## src/rtl/tlb_op_ctrl.sv

```systemverilog
// TLB maintenance sequencer: runs TLBR/TLBWI/TLBWR/TLBP against the pair storage
// through its full-entry read port (C) and write port (D), and owns CP0 Random.
module tlb_op_ctrl #(
  parameter int NENT       = 32,
  parameter int RAND_RESET = 31
) (
  input  logic        clk,
  input  logic        rst,
  input  logic        op_valid,
  input  logic [1:0]  op_code,
  output logic        op_ready,
  output logic        op_done,
  input  logic [4:0]  index_in,
  input  logic [4:0]  wired_in,
  input  logic        wired_we,
  input  logic [43:0] hdr_in,
  input  logic [49:0] lo_in,
  output logic [4:0]  random_out,
  output logic        tlb_we,
  output logic [4:0]  tlb_idx_d,
  output logic [49:0] tlb_entry_d,
  output logic [43:0] tlb_hdr_d,
  output logic [4:0]  tlb_idx_c,
  input  logic [49:0] tlb_entry_c,
  input  logic [43:0] tlb_hdr_c,
  output logic [49:0] rd_entry,
  output logic [43:0] rd_hdr,
  output logic [4:0]  probe_idx,
  output logic        probe_miss,
  output logic        lookup_stall
);

  // state | meaning
  // IDLE  | waiting for an op; op_ready high
  // RD    | TLBR: read port C on latched index, capture result
  // WR0   | TLBW*: write enable asserted, storage latches even half
  // WR1   | TLBW*: storage finishes odd half; lookups still stalled
  // PRB   | TLBP: scan read port C from entry 0 upward
  localparam logic [2:0] S_IDLE = 3'd0;
  localparam logic [2:0] S_RD   = 3'd1;
  localparam logic [2:0] S_WR0  = 3'd2;
  localparam logic [2:0] S_WR1  = 3'd3;
  localparam logic [2:0] S_PRB  = 3'd4;

  localparam logic [1:0] OP_TLBR  = 2'b00;
  localparam logic [1:0] OP_TLBWI = 2'b01;
  localparam logic [1:0] OP_TLBWR = 2'b10;
  localparam logic [1:0] OP_TLBP  = 2'b11;

  localparam logic [4:0] IDX_LAST  = 5'(NENT - 1);
  localparam logic [4:0] RAND_INIT = 5'(RAND_RESET);

  logic [2:0]  state_q,      state_d;
  logic [1:0]  op_q,         op_d;
  logic [4:0]  idx_q,        idx_d;
  logic [43:0] hdr_q,        hdr_d;
  logic [49:0] lo_q,         lo_d;
  logic [4:0]  rnd_snap_q,   rnd_snap_d;
  logic [4:0]  cnt_q,        cnt_d;
  logic [4:0]  random_q,     random_d;
  logic        op_done_q,    op_done_d;
  logic [49:0] rd_entry_q,   rd_entry_d;
  logic [43:0] rd_hdr_q,     rd_hdr_d;
  logic [4:0]  probe_idx_q,  probe_idx_d;
  logic        probe_miss_q, probe_miss_d;

  logic accept;
  logic probe_hit;
  logic vpn_hi_eq;
  logic vpn_lo_eq;
  logic asid_ok;

  assign accept = op_valid && (state_q == S_IDLE);

  // Header layout: {VPN2[18:0] @43:25, ASID @24:17, G @16, PageMask @15:0}.
  // Mask and G come from the stored entry; the key is the latched hdr_in.
  always_comb begin
    vpn_hi_eq = (tlb_hdr_c[43:41] == hdr_q[43:41]);
    vpn_lo_eq = (((tlb_hdr_c[40:25] ^ hdr_q[40:25]) & ~tlb_hdr_c[15:0]) == 16'h0000);
    asid_ok   = tlb_hdr_c[16] || (tlb_hdr_c[24:17] == hdr_q[24:17]);
    probe_hit = vpn_hi_eq && vpn_lo_eq && asid_ok;
  end

  always_comb begin
    if (wired_we) begin
      random_d = RAND_INIT;
    end else if (random_q <= wired_in) begin
      random_d = IDX_LAST;
    end else begin
      random_d = random_q - 5'd1;
    end
  end

  always_comb begin
    state_d      = state_q;
    op_d         = op_q;
    idx_d        = idx_q;
    hdr_d        = hdr_q;
    lo_d         = lo_q;
    rnd_snap_d   = rnd_snap_q;
    cnt_d        = cnt_q;
    op_done_d    = 1'b0;
    rd_entry_d   = rd_entry_q;
    rd_hdr_d     = rd_hdr_q;
    probe_idx_d  = probe_idx_q;
    probe_miss_d = probe_miss_q;

    case (state_q)
      S_IDLE: begin
        if (accept) begin
          op_d       = op_code;
          idx_d      = index_in;
          hdr_d      = hdr_in;
          lo_d       = lo_in;
          rnd_snap_d = random_q;
          cnt_d      = 5'd0;
          case (op_code)
            OP_TLBR:  state_d = S_RD;
            OP_TLBWI: state_d = S_WR0;
            OP_TLBWR: state_d = S_WR0;
            default:  state_d = S_PRB;
          endcase
        end
      end
      S_RD: begin
        rd_entry_d = tlb_entry_c;
        rd_hdr_d   = tlb_hdr_c;
        op_done_d  = 1'b1;
        state_d    = S_IDLE;
      end
      S_WR0: begin
        state_d = S_WR1;
      end
      S_WR1: begin
        op_done_d = 1'b1;
        state_d   = S_IDLE;
      end
      S_PRB: begin
        if (probe_hit) begin
          probe_idx_d  = cnt_q;
          probe_miss_d = 1'b0;
          op_done_d    = 1'b1;
          state_d      = S_IDLE;
        end else if (cnt_q == IDX_LAST) begin
          probe_miss_d = 1'b1;
          op_done_d    = 1'b1;
          state_d      = S_IDLE;
        end else begin
          cnt_d = cnt_q + 5'd1;
        end
      end
      default: begin
        state_d = S_IDLE;
      end
    endcase
  end

  always_ff @(posedge clk) begin
    if (rst) begin
      state_q      <= S_IDLE;
      op_q         <= OP_TLBR;
      idx_q        <= 5'd0;
      hdr_q        <= 44'd0;
      lo_q         <= 50'd0;
      rnd_snap_q   <= 5'd0;
      cnt_q        <= 5'd0;
      random_q     <= RAND_INIT;
      op_done_q    <= 1'b0;
      rd_entry_q   <= 50'd0;
      rd_hdr_q     <= 44'd0;
      probe_idx_q  <= 5'd0;
      probe_miss_q <= 1'b0;
    end else begin
      state_q      <= state_d;
      op_q         <= op_d;
      idx_q        <= idx_d;
      hdr_q        <= hdr_d;
      lo_q         <= lo_d;
      rnd_snap_q   <= rnd_snap_d;
      cnt_q        <= cnt_d;
      random_q     <= random_d;
      op_done_q    <= op_done_d;
      rd_entry_q   <= rd_entry_d;
      rd_hdr_q     <= rd_hdr_d;
      probe_idx_q  <= probe_idx_d;
      probe_miss_q <= probe_miss_d;
    end
  end

  // Outside RD/PRB the read port follows the live Index for the CP0 side.
  always_comb begin
    case (state_q)
      S_RD:    tlb_idx_c = idx_q;
      S_PRB:   tlb_idx_c = cnt_q;
      default: tlb_idx_c = index_in;
    endcase
  end

  assign op_ready     = (state_q == S_IDLE);
  assign op_done      = op_done_q;
  assign random_out   = random_q;
  assign tlb_we       = (state_q == S_WR0);
  assign tlb_idx_d    = (op_q == OP_TLBWR) ? rnd_snap_q : idx_q;
  assign tlb_entry_d  = lo_q;
  assign tlb_hdr_d    = hdr_q;
  assign rd_entry     = rd_entry_q;
  assign rd_hdr       = rd_hdr_q;
  assign probe_idx    = probe_idx_q;
  assign probe_miss   = probe_miss_q;
  assign lookup_stall = (state_q == S_WR0) || (state_q == S_WR1);

endmodule

```

## config.mk

```make
export PLATFORM = sky130hd
export DESIGN_NAME = tlb_op_ctrl
export DESIGN_NICKNAME = d
export VERILOG_FILES = /design/src/rtl/tlb_op_ctrl.sv
export SDC_FILE = /design/constraint.sdc
export NUM_CORES = 1
export LEC_CHECK = 0
export BUFFER_PORTS_ARGS = -buffer_cell sky130_fd_sc_hd__buf_4
export CORE_AREA = 2 2 164 166
export CTS_CLUSTER_SIZE = 10
export DETAILED_ROUTE_END_ITERATION = 10
export DIE_AREA = 0 0 166 168
export SLEW_MARGIN = 20
export SYNTH_ARGS = -nofsm -noshare
export SYNTH_HDL_FRONTEND = slang
export SYNTH_SLANG_ARGS = --single-unit
```

## constraint.sdc

```tcl
create_clock -name clk -period 1.8 [get_ports clk]
set_clock_uncertainty 0.15 [all_clocks]
set_input_delay 0.27 -clock clk [delete_from_list [all_inputs] [get_ports clk]]
set_output_delay 0.27 -clock clk [all_outputs]
set_load 0.01 [all_outputs]
```

==> out/metrics.yaml, run 1 <==
combPwrFrac: 0.270
clk_root_buffer_cell: "clkbuf_16"
cts.sink_count: 220
outcome: "finished, violations left"
switchingPower_uw: 3930
clk_pin_slew_worst_paths_ns: 0.06
power-per-cell-area_nw_per_um2: 849
cp_max_fo: 7
fp.dieW_um: 166
rsz0062_at_grt: "yes"
initialDrtViolationCount: 598
wl_met2_um: 17700
worst_slew_pin_slew_ns: 0.548
drt-met1-wl_um: 14500
vias: 9941
fmax_ghz: 0.478
crit_path_top_delay_cell: "dfxtp_4"
fp.coreArea_um2: 26400
p_sw_frac: 0.284
path_cells: "or2_4 -> nor2_4 -> buf_6 -> nor2_4 -> nand2_1 -> nand2_1 -> buf_6"
yosys.area.top_type_share: 0.527
reg2reg_slack_ns: -0.21
portBuffers: 416
grt_start_max_net_pins: 73
slew_viol_final: 0
dieArea_um2: 27900
vdd_drop_max_mv: 0.722
crit_type: "flop to primary output"
via_per_inst: 4.76
start_kind: "flop"
synth_largest_area_cell: "dfxtp_1"
yosysUniqueCellTypes: 39
grt-ovfl-total: 0
post_synth_instance_area_um2: 8350
nets: 1955
grtUsageTotal: 0.219
required_ns: 1.38
num_rows: 60
hpwlAfterDp_um: 21100
clock_latency_ns: 0.52
hold_viol: 0
synth_edf_count: 0
cts_tree: "built"
route.met3.wl_um: 2280
yosys_warnings: 0
syn_nets: 1275
final.setup.worst_slack_ns: -0.291
drive_above_1_share: 0.401
insertedDiodeCount: 0
period_needed_ns: 2.09
yosysSeqAreaShare: 0.527
leakage_uw: 0.00712
cap_violations: 0
clkPwrFrac: 0.337
firstDrtPassIters: 4
dieHeight_um: 168
start_util: 0.317
drc: 0
synth_ff_type: "dfxtp_1"
synth_area_per_cell_um2: 7.87
ant_nets: 0
power_frac_seq: 0.393
ys_top_cells_by_area: "dfxtp_1, nand2_1, a21oi_1, xnor2_1, clkbuf_1"
power.total_uw: 13800
intPower_uw: 9910
cts_buffers: 26
finalSetupViolCount: 138
globalplace.congestion: 0.841
syn2layout_area_growth_pct: 95.1
clockBufferDepth: 3
ys_seq_elements: 220
failed_checks: "negative setup slack"
final_core_util: 0.618
netlist_instances: 1061
whs_ns: 0.239
grt_pass1_vias: 9590
relSlewSlack: 0.635
endpoint_kind: "primary output"
async_flop_share: 0
top_layer_used: "met4"
htreeDepth: 1
hp-class: "input pin to flop"
period_share: 1.16
num_io_pins: 417
max_stage_delay_ns: 0.36
routed_wl_um: 35900
wire_per_inst_um: 17.2
crit_arrival_ns: 1.67
antenna_found_initial: 0
grt_pass1_wl_um: 50500
-- path summary, 6_finish.rpt --
kind / startpoint / to / depth (start not counted)
worst max-delay path: state_q[0] / tlb_idx_c[3] / 7
worst min-delay path: wired_in[4] / random_out[0] / 7
worst max register to register: state_q[0] / tlb_hdr_d[42] / 11
worst min register to register: rd_entry[9] / rd_entry[9] / 2
-- what timing repair did --
action / 4_1_cts / 5_1_grt
gates cloned: 0 / 21
pin swaps: 26 / 16
setup endpoints to repair: 33 / 144
gates resized for setup: 67 / 150
hold buffers: 198 / 0
endpoints found under the hold margin: 206 / 0
setup buffers: 10 / 8
-- stage by stage --
| stage | worst slack, ns | setup TNS (ns) | cell area, µm² | instances |
|---|---|---|---|---|
| 2_1_floorplan | 0.000613 | 0 | 8380 | 1061 |
| 3_3_place_gp | -0.465 | -5.86 | 12300 | 1820 |
| 3_5_place_dp | -0.466 | -6.00 | 12300 | 1820 |
| 4_1_cts | -0.296 | -6.69 | 15300 | 2062 |
| 5_1_grt | -0.348 | -26.10 | 16300 | 2090 |
| 6_report | -0.291 | -18.71 | 16300 | 2090 |
-- cell families after synthesis --
kind of cell,after synthesis,synth area share
AO/OA/AOI/OAI,242,0.154
XOR/XNOR,30,0.0315
flip-flops,220,0.527
buffers and inverters,80,0.0391
multiplexers,6,0.00809
AND/OR/NAND/NOR,473,0.225
adder cells (fa/ha/maj),10,0.0150
-- cells in the final DEF (no fill, tap or decap), drive strengths merged, types with 2 or more instances in the layout --
master / count
nor4: 2
nand2: 427
nor2b: 11
nand4b: 2
nand3: 2
nor3: 5
nand4: 2
and3: 2
xor2: 7
dfxtp: 220
mux2: 6
clkbuf: 45
o22ai: 9
o21ai: 11
buf: 511
xnor2: 23
nor2: 11
dlygate4sd3: 198
nand2b: 6
inv: 11
a22oi: 5
nand3b: 2
o21a: 3
ha: 10
a22o: 2
or2: 3
a21oi: 205
-- cell type report --
class	instances	area [µm²]
well taps	341	427
flip-flops and latches	220	4420
fillers	2175	10100
multi-input cells	764	4270
repair buffers	718	6410
inverters	11	41.3
clock buffers	36	719
-- layer usage --
metal  track usage  vias to the layer above
li1              -                     4825
met1         0.261                     4649
met2         0.386                      379
met3        0.0454                       88
met4        0.0885                        0
met5             0                        -
-- worst max-delay path: cells and delay by family (launching register included) --
| family | cells | cell delay [ns] |
|---|---|---|
| buffers and inverters | 2 | 0.28 |
| DFF | 1 | 0.36 |
| and+or+nand+nor | 5 | 0.50 |
-- registers in the layout, indices dropped and copies added (netlist names) --
| register | flops |
|---|---|
| tlb_hdr_d | 44 |
| rd_entry | 50 |
| rnd_snap_q | 5 |
| op_done | 1 |
| probe_idx | 5 |
| rd_hdr | 44 |
| tlb_entry_d | 50 |
| idx_q | 5 |
| random_out | 5 |
| op_q | 2 |
| cnt_q | 5 |
| state_q | 3 |
| probe_miss | 1 |
-- synth_stat cells (2+ instances only) --
master and instances:
a21oi_1 205, a22o_1 2, a22oi_1 5, and3_1 2
buf_2 15, clkbuf_1 53, dfxtp_1 220, ha_1 10
inv_1 10, mux2_2 6, nand2_1 424, nand2b_1 6
nand3_1 2, nand3b_1 2, nand4b_1 2, nor2_1 11
nor2b_1 11, nor3_1 5, o21a_1 3, o21ai_0 11
o22ai_1 9, or2_2 2, xnor2_1 23, xor2_1 7
-- power by group through the flow --
stage | combinational, µW | clock [µW] | sequential, µW
after floorplan | 960 | 0 | 5630
after global placement | 2520 | 0 | 5480
after detailed placement | 2530 | 0 | 5490
after CTS | 3010 | 4800 | 5400
after global routing | 3970 | 4950 | 5470
final | 3730 | 4670 | 5440
Power figures use the tool's default switching activity.
==> inputs of run 2 (changes only) <==
--- a/config.mk
+++ b/config.mk
@@ -5,7 +5,7 @@
 export SDC_FILE = /design/constraint.sdc
 export NUM_CORES = 1
 export LEC_CHECK = 0
-export BUFFER_PORTS_ARGS = -buffer_cell sky130_fd_sc_hd__buf_4
+export BUFFER_PORTS_ARGS = -buffer_cell sky130_fd_sc_hd__buf_2
 export CORE_AREA = 2 2 164 166
 export CTS_CLUSTER_SIZE = 10
 export DETAILED_ROUTE_END_ITERATION = 10
==> run 2 against run 1 <==
The flow still finishes with violations (negative setup slack). Fmax decreased by 0.33%. Count of clock-buffer cells in the layout decreased by 2. First-iteration DRC count increased by 13%. Final cell count decreased by 0.14%. Sequential share of layout area increased by 2.3 points. Sequential power decreased by 0.7%. Clock power increased by 4%. Sequential cell count unchanged. Hold slack got worse by 0.075 ns.
==> out/metrics.yaml, run 2 (synthesis results as in run 1) <==
final.setup.worst_slack_ns: -0.298
clk_pin_slew_worst_paths_ns: 0.05
dieHeight_um: 168
initialDrtViolationCount: 677
cp_max_fo: 7
grtUsageTotal: 0.211
grt_start_max_net_pins: 101
required_ns: 1.38
slew_viol_final: 0
place_area_um2: 11400
fp.coreArea_um2: 26400
hp-class: "input pin to flop"
htreeDepth: 1
layout_commonest_cell: "buf_2"
period_needed_ns: 2.10
clkPwrFrac: 0.361
relSlewSlack: 0.637
fmax_ghz: 0.477
failed_checks: "negative setup slack"
period_share: 1.17
fill_cells: 2305
syn2layout_area_growth_pct: 79.6
grt_pass1_vias: 9664
pre_cts_slack_ns: -0.449
combPwrFrac: 0.237
grt_pass1_wl_um: 48900
drc: 0
p_sw_frac: 0.281
power_frac_seq: 0.402
drive_above_1_share: 0.379
dieArea_um2: 27900
firstDrtPassIters: 5
vdd_drop_max_mv: 0.671
vias: 9974
nets: 1948
via_per_inst: 4.78
clock_latency_ns: 0.53
start_util: 0.317
hold_viol: 0
clockBufferDepth: 3
num_rows: 60
final_cell_mix: "buf_2, nand2_1, dfxtp_1"
power-per-cell-area_nw_per_um2: 896
start_kind: "flop"
antenna_found_initial: 0
outcome: "finished, violations left"
hpwlAfterDp_um: 19800
num_io_pins: 417
crit_arrival_ns: 1.68
crit_type: "flop to primary output"
cap_violations: 0
cts.sink_count: 220
leakage_uw: 0.00679
endpoint_kind: "primary output"
intPower_uw: 9660
routed_wl_um: 33800
cts_tree: "built"
worst_slew_pin_slew_ns: 0.545
whs_path_depth: 4
worstRegToRegCells: 7
globalplace.congestion: 0.846
cts_buffers: 27
grt-ovfl-total: 0
fp.dieW_um: 166
portBuffers: 416
rsz0062_at_grt: "yes"
wire_per_inst_um: 16.2
switchingPower_uw: 3780
finalSetupViolCount: 85
clk_root_buffer_cell: "clkbuf_16"
ant_nets: 0
postLayoutCellArea_um2: 15000
[run 2: changes by cell type in the layout (fill, tap and decap cells not counted), sizes merged]
cell,delta
buf,-5
clkbuf,-3
clkinv,+2
dlygate4sd3,-1
inv,+1
bufinv,+1
diode,+3
nand2,-1
[run 2: worst max-delay path: stages (launching register included)]
cell and delay [ns]:
dfxtp_2 0.31, or2_4 0.26, nor2_4 0.10, buf_6 0.14, nor2_4 0.06, nand2_1 0.07, nand2_1 0.07, buf_6 0.14
[run 2: final timing paths]
check	startpoint	endpoint	slack (ns)
max	state_q[1]	tlb_idx_c[0]	-0.30
min	op_valid	cnt_q[3]	0.16
max reg2reg	tlb_hdr_d[18]	cnt_q[0]	-0.26
min reg2reg	rd_entry[46]	rd_entry[46]	0.30
[run 2: timing repair]
item                                   in CTS  in global routing
resized for setup                          58                100
pin swaps                                   7                 14
hold buffers                              197                  0
setup buffers                               9                  5
setup endpoints to repair                  33                123
gates cloned                                0                 13
endpoints found under the hold margin     202                  0
[run 2: power by group through the flow]
stage | Combinational (µW) | Clock, µW | Sequential, µW
global route | 3420 | 5190 | 5440
global placement | 2240 | 0 | 5460
floorplan | 960 | 0 | 5630
finish | 3180 | 4860 | 5400
detailed placement | 2250 | 0 | 5480
CTS | 2740 | 4990 | 5380
[run 2: through the flow]
stage                     hold WS [ns]  setup TNS, ns  utilization  power, µW  std cells
after detailed placement         0.293          -5.95        0.431       7730       1824
after global routing             0.140         -15.53        0.569      14000       2084
final                            0.164          -7.19        0.569      13400       2087
after floorplan                  0.237              0            -       6590       1061
after global placement           0.289          -5.34        0.431       7700       1824
after CTS                     0.000831          -5.03        0.544      13100       2067
[run 2: layout make-up]
type | count | area [µm²] | area share
timing repair buffer | 711 | 5270 | 0.352
sequential | 220 | 4420 | 0.295
multi-input combinational | 763 | 4070 | 0.271
clock buffer | 34 | 712 | 0.0475
tap | 341 | 427 | 0.0284
clock inverter | 4 | 52.6 | 0.00350
inverter | 11 | 41.3 | 0.00275
antenna | 3 | 7.51 | 0.000501
[run 2: metal layers]
metal / GRT usage / share of wire / vias to the layer above
met1: 0.247 / 0.40 / 4645
met2: 0.368 / 0.49 / 406
li1: - / - / 4807
met3: 0.0480 / 0.070 / 116
met5: 0 / 0 / -
met4: 0.0941 / 0.042 / 0
==> inputs of run 3 (changes only) <==
--- a/config.mk
+++ b/config.mk
@@ -6,10 +6,11 @@
 export NUM_CORES = 1
 export LEC_CHECK = 0
 export BUFFER_PORTS_ARGS = -buffer_cell sky130_fd_sc_hd__buf_2
-export CORE_AREA = 2 2 164 166
+export CORE_AREA = 2 2 160 162
+export CTS_BUF_LIST = sky130_fd_sc_hd__clkbuf_4 sky130_fd_sc_hd__clkbuf_8
 export CTS_CLUSTER_SIZE = 10
 export DETAILED_ROUTE_END_ITERATION = 10
-export DIE_AREA = 0 0 166 168
+export DIE_AREA = 0 0 162 164
 export SLEW_MARGIN = 20
 export SYNTH_ARGS = -nofsm -noshare
 export SYNTH_HDL_FRONTEND = slang
==> run 3 against run 2 <==
The run still ends with negative setup slack left. Final area grew 0.67%. Sequential power about the same. Register-to-register slack worse by 0.02 ns. Largest cell class unchanged. Largest power group unchanged.
==> out/metrics.yaml, run 3 (synthesis results as in run 1) <==
fp.dieW_um: 162
p_sw_frac: 0.295
via_per_inst: 4.77
power.total_uw: 13500
final_core_util: 0.608
power-per-cell-area_nw_per_um2: 893
htreeDepth: 2
finalSetupViolCount: 120
num_rows: 58
slew_viol_final: 0
insertedDiodeCount: 0
grt-ovfl-total: 0
combPwrFrac: 0.248
drc: 0
crit_arrival_ns: 1.69
vdd_drop_max_mv: 0.698
vias: 10000
firstDrtPassIters: 5
switchingPower_uw: 3980
clkPwrFrac: 0.352
initialDrtViolationCount: 575
nets: 1958
cts.sink_count: 220
wire_per_inst_um: 16.9
antenna_found_initial: 0
grt_pass1_vias: 9644
layout_commonest_cell: "buf_2"
fp.coreArea_um2: 24800
grtUsageTotal: 0.224
setup_tns_ns: -9.51
fmax_ghz: 0.473
intPower_uw: 9510
relSlewSlack: 0.661
cap_violations: 0
cts_tree: "built"
grt_start_max_net_pins: 107
portBuffers: 416
drive_above_1_share: 0.396
syn2layout_area_growth_pct: 80.8
grt_pass1_wl_um: 48200
hold_viol: 0
cts_buffers: 40
final_cell_mix: "buf_2, nand2_1, dfxtp_1"
outcome: "finished, violations left"
clk_pin_slew_worst_paths_ns: 0.06
clk_root_buffer_cell: "clkbuf_8"
num_io_pins: 417
power_frac_seq: 0.401
rsz0062_at_grt: "yes"
dieHeight_um: 164
endpoint_kind: "primary output"
period_needed_ns: 2.11
crit_type: "flop to primary output"
final.setup.worst_slack_ns: -0.313
whs_ns: 0.199
period_share: 1.17
clock_latency_ns: 0.53
start_util: 0.336
leakage_uw: 0.00686
dieArea_um2: 26600
start_kind: "flop"
worst_slew_pin_slew_ns: 0.508
cp_max_fo: 2
globalplace.congestion: 0.847
required_ns: 1.38
failed_checks: "negative setup slack"
ant_nets: 0
clockBufferDepth: 3
routed_wl_um: 35600
hp-class: "input pin to flop"
hpwlAfterDp_um: 20000
-- run 3: cell types whose count changed in the layout (fill, tap and decap cells not counted), moves of 8 or more --
cell / previous run / this run
buf_4: 64 / 56
nand2_1: 378 / 365
clkbuf_4: 0 / 15
nand2_2: 44 / 56
clkbuf_8: 1 / 46
clkbuf_16: 35 / 11
-- run 3: metrics by stage --
step	instances	instance area (µm²)	worst slack, ns
floorplan	1061	8380	0.000613
global placement	1800	11200	-0.442
detailed placement	1800	11200	-0.418
CTS	2081	14400	-0.302
global route	2103	15100	-0.380
finish	2103	15100	-0.313
-- run 3: worst max-delay path: stages (launching register included) --
cell and delay (ns):
dfxtp_2 0.32, or2_4 0.27, buf_4 0.14, buf_6 0.11, nor2_4 0.12, buf_6 0.12, buf_6 0.09
-- run 3: path summary, 6_finish.rpt --
path	start	endpoint	slack [ns]	cells after the start
max	state_q[1]	op_ready	-0.31	6
max reg2reg	tlb_hdr_d[17]	cnt_q[0]	-0.28	7
min reg2reg	op_q[1]	op_q[1]	0.30	2
min	op_valid	cnt_q[3]	0.20	4
-- run 3: power by group through the flow --
stage                     sequential [µW]  combinational [µW]  clock (µW)
after floorplan                      5630                 960           0
after CTS                            5380                2710        4860
after global placement               5460                2190           0
final                                5400                3340        4740
after global routing                 5440                3570        5080
after detailed placement             5480                2210           0
-- run 3: layout make-up --
type,instances,area [µm²]
inverters,11,43.8
fillers,2105,9720
clock buffers,61,746
clock inverters,10,57.6
repair buffers,708,5360
multi-input cells,763,4060
flip-flops and latches,220,4420
well taps,330,413
-- run 3: metal layers --
layer,vias to the layer above,global-route usage,part of all wire
met5,-,0,0
met4,0,0.103,0.042
met1,4677,0.252,0.39
met2,402,0.401,0.50
li1,4838,-,-
met3,114,0.0551,0.070
-- run 3: what timing repair did --
action,CTS,global route
pin swaps,21,8
cloned,1,20
resized for setup,79,99
hold buffers,197,0
endpoints found under the setup margin,33,139
endpoints found under the hold margin,202,0
buffers inserted,12,3
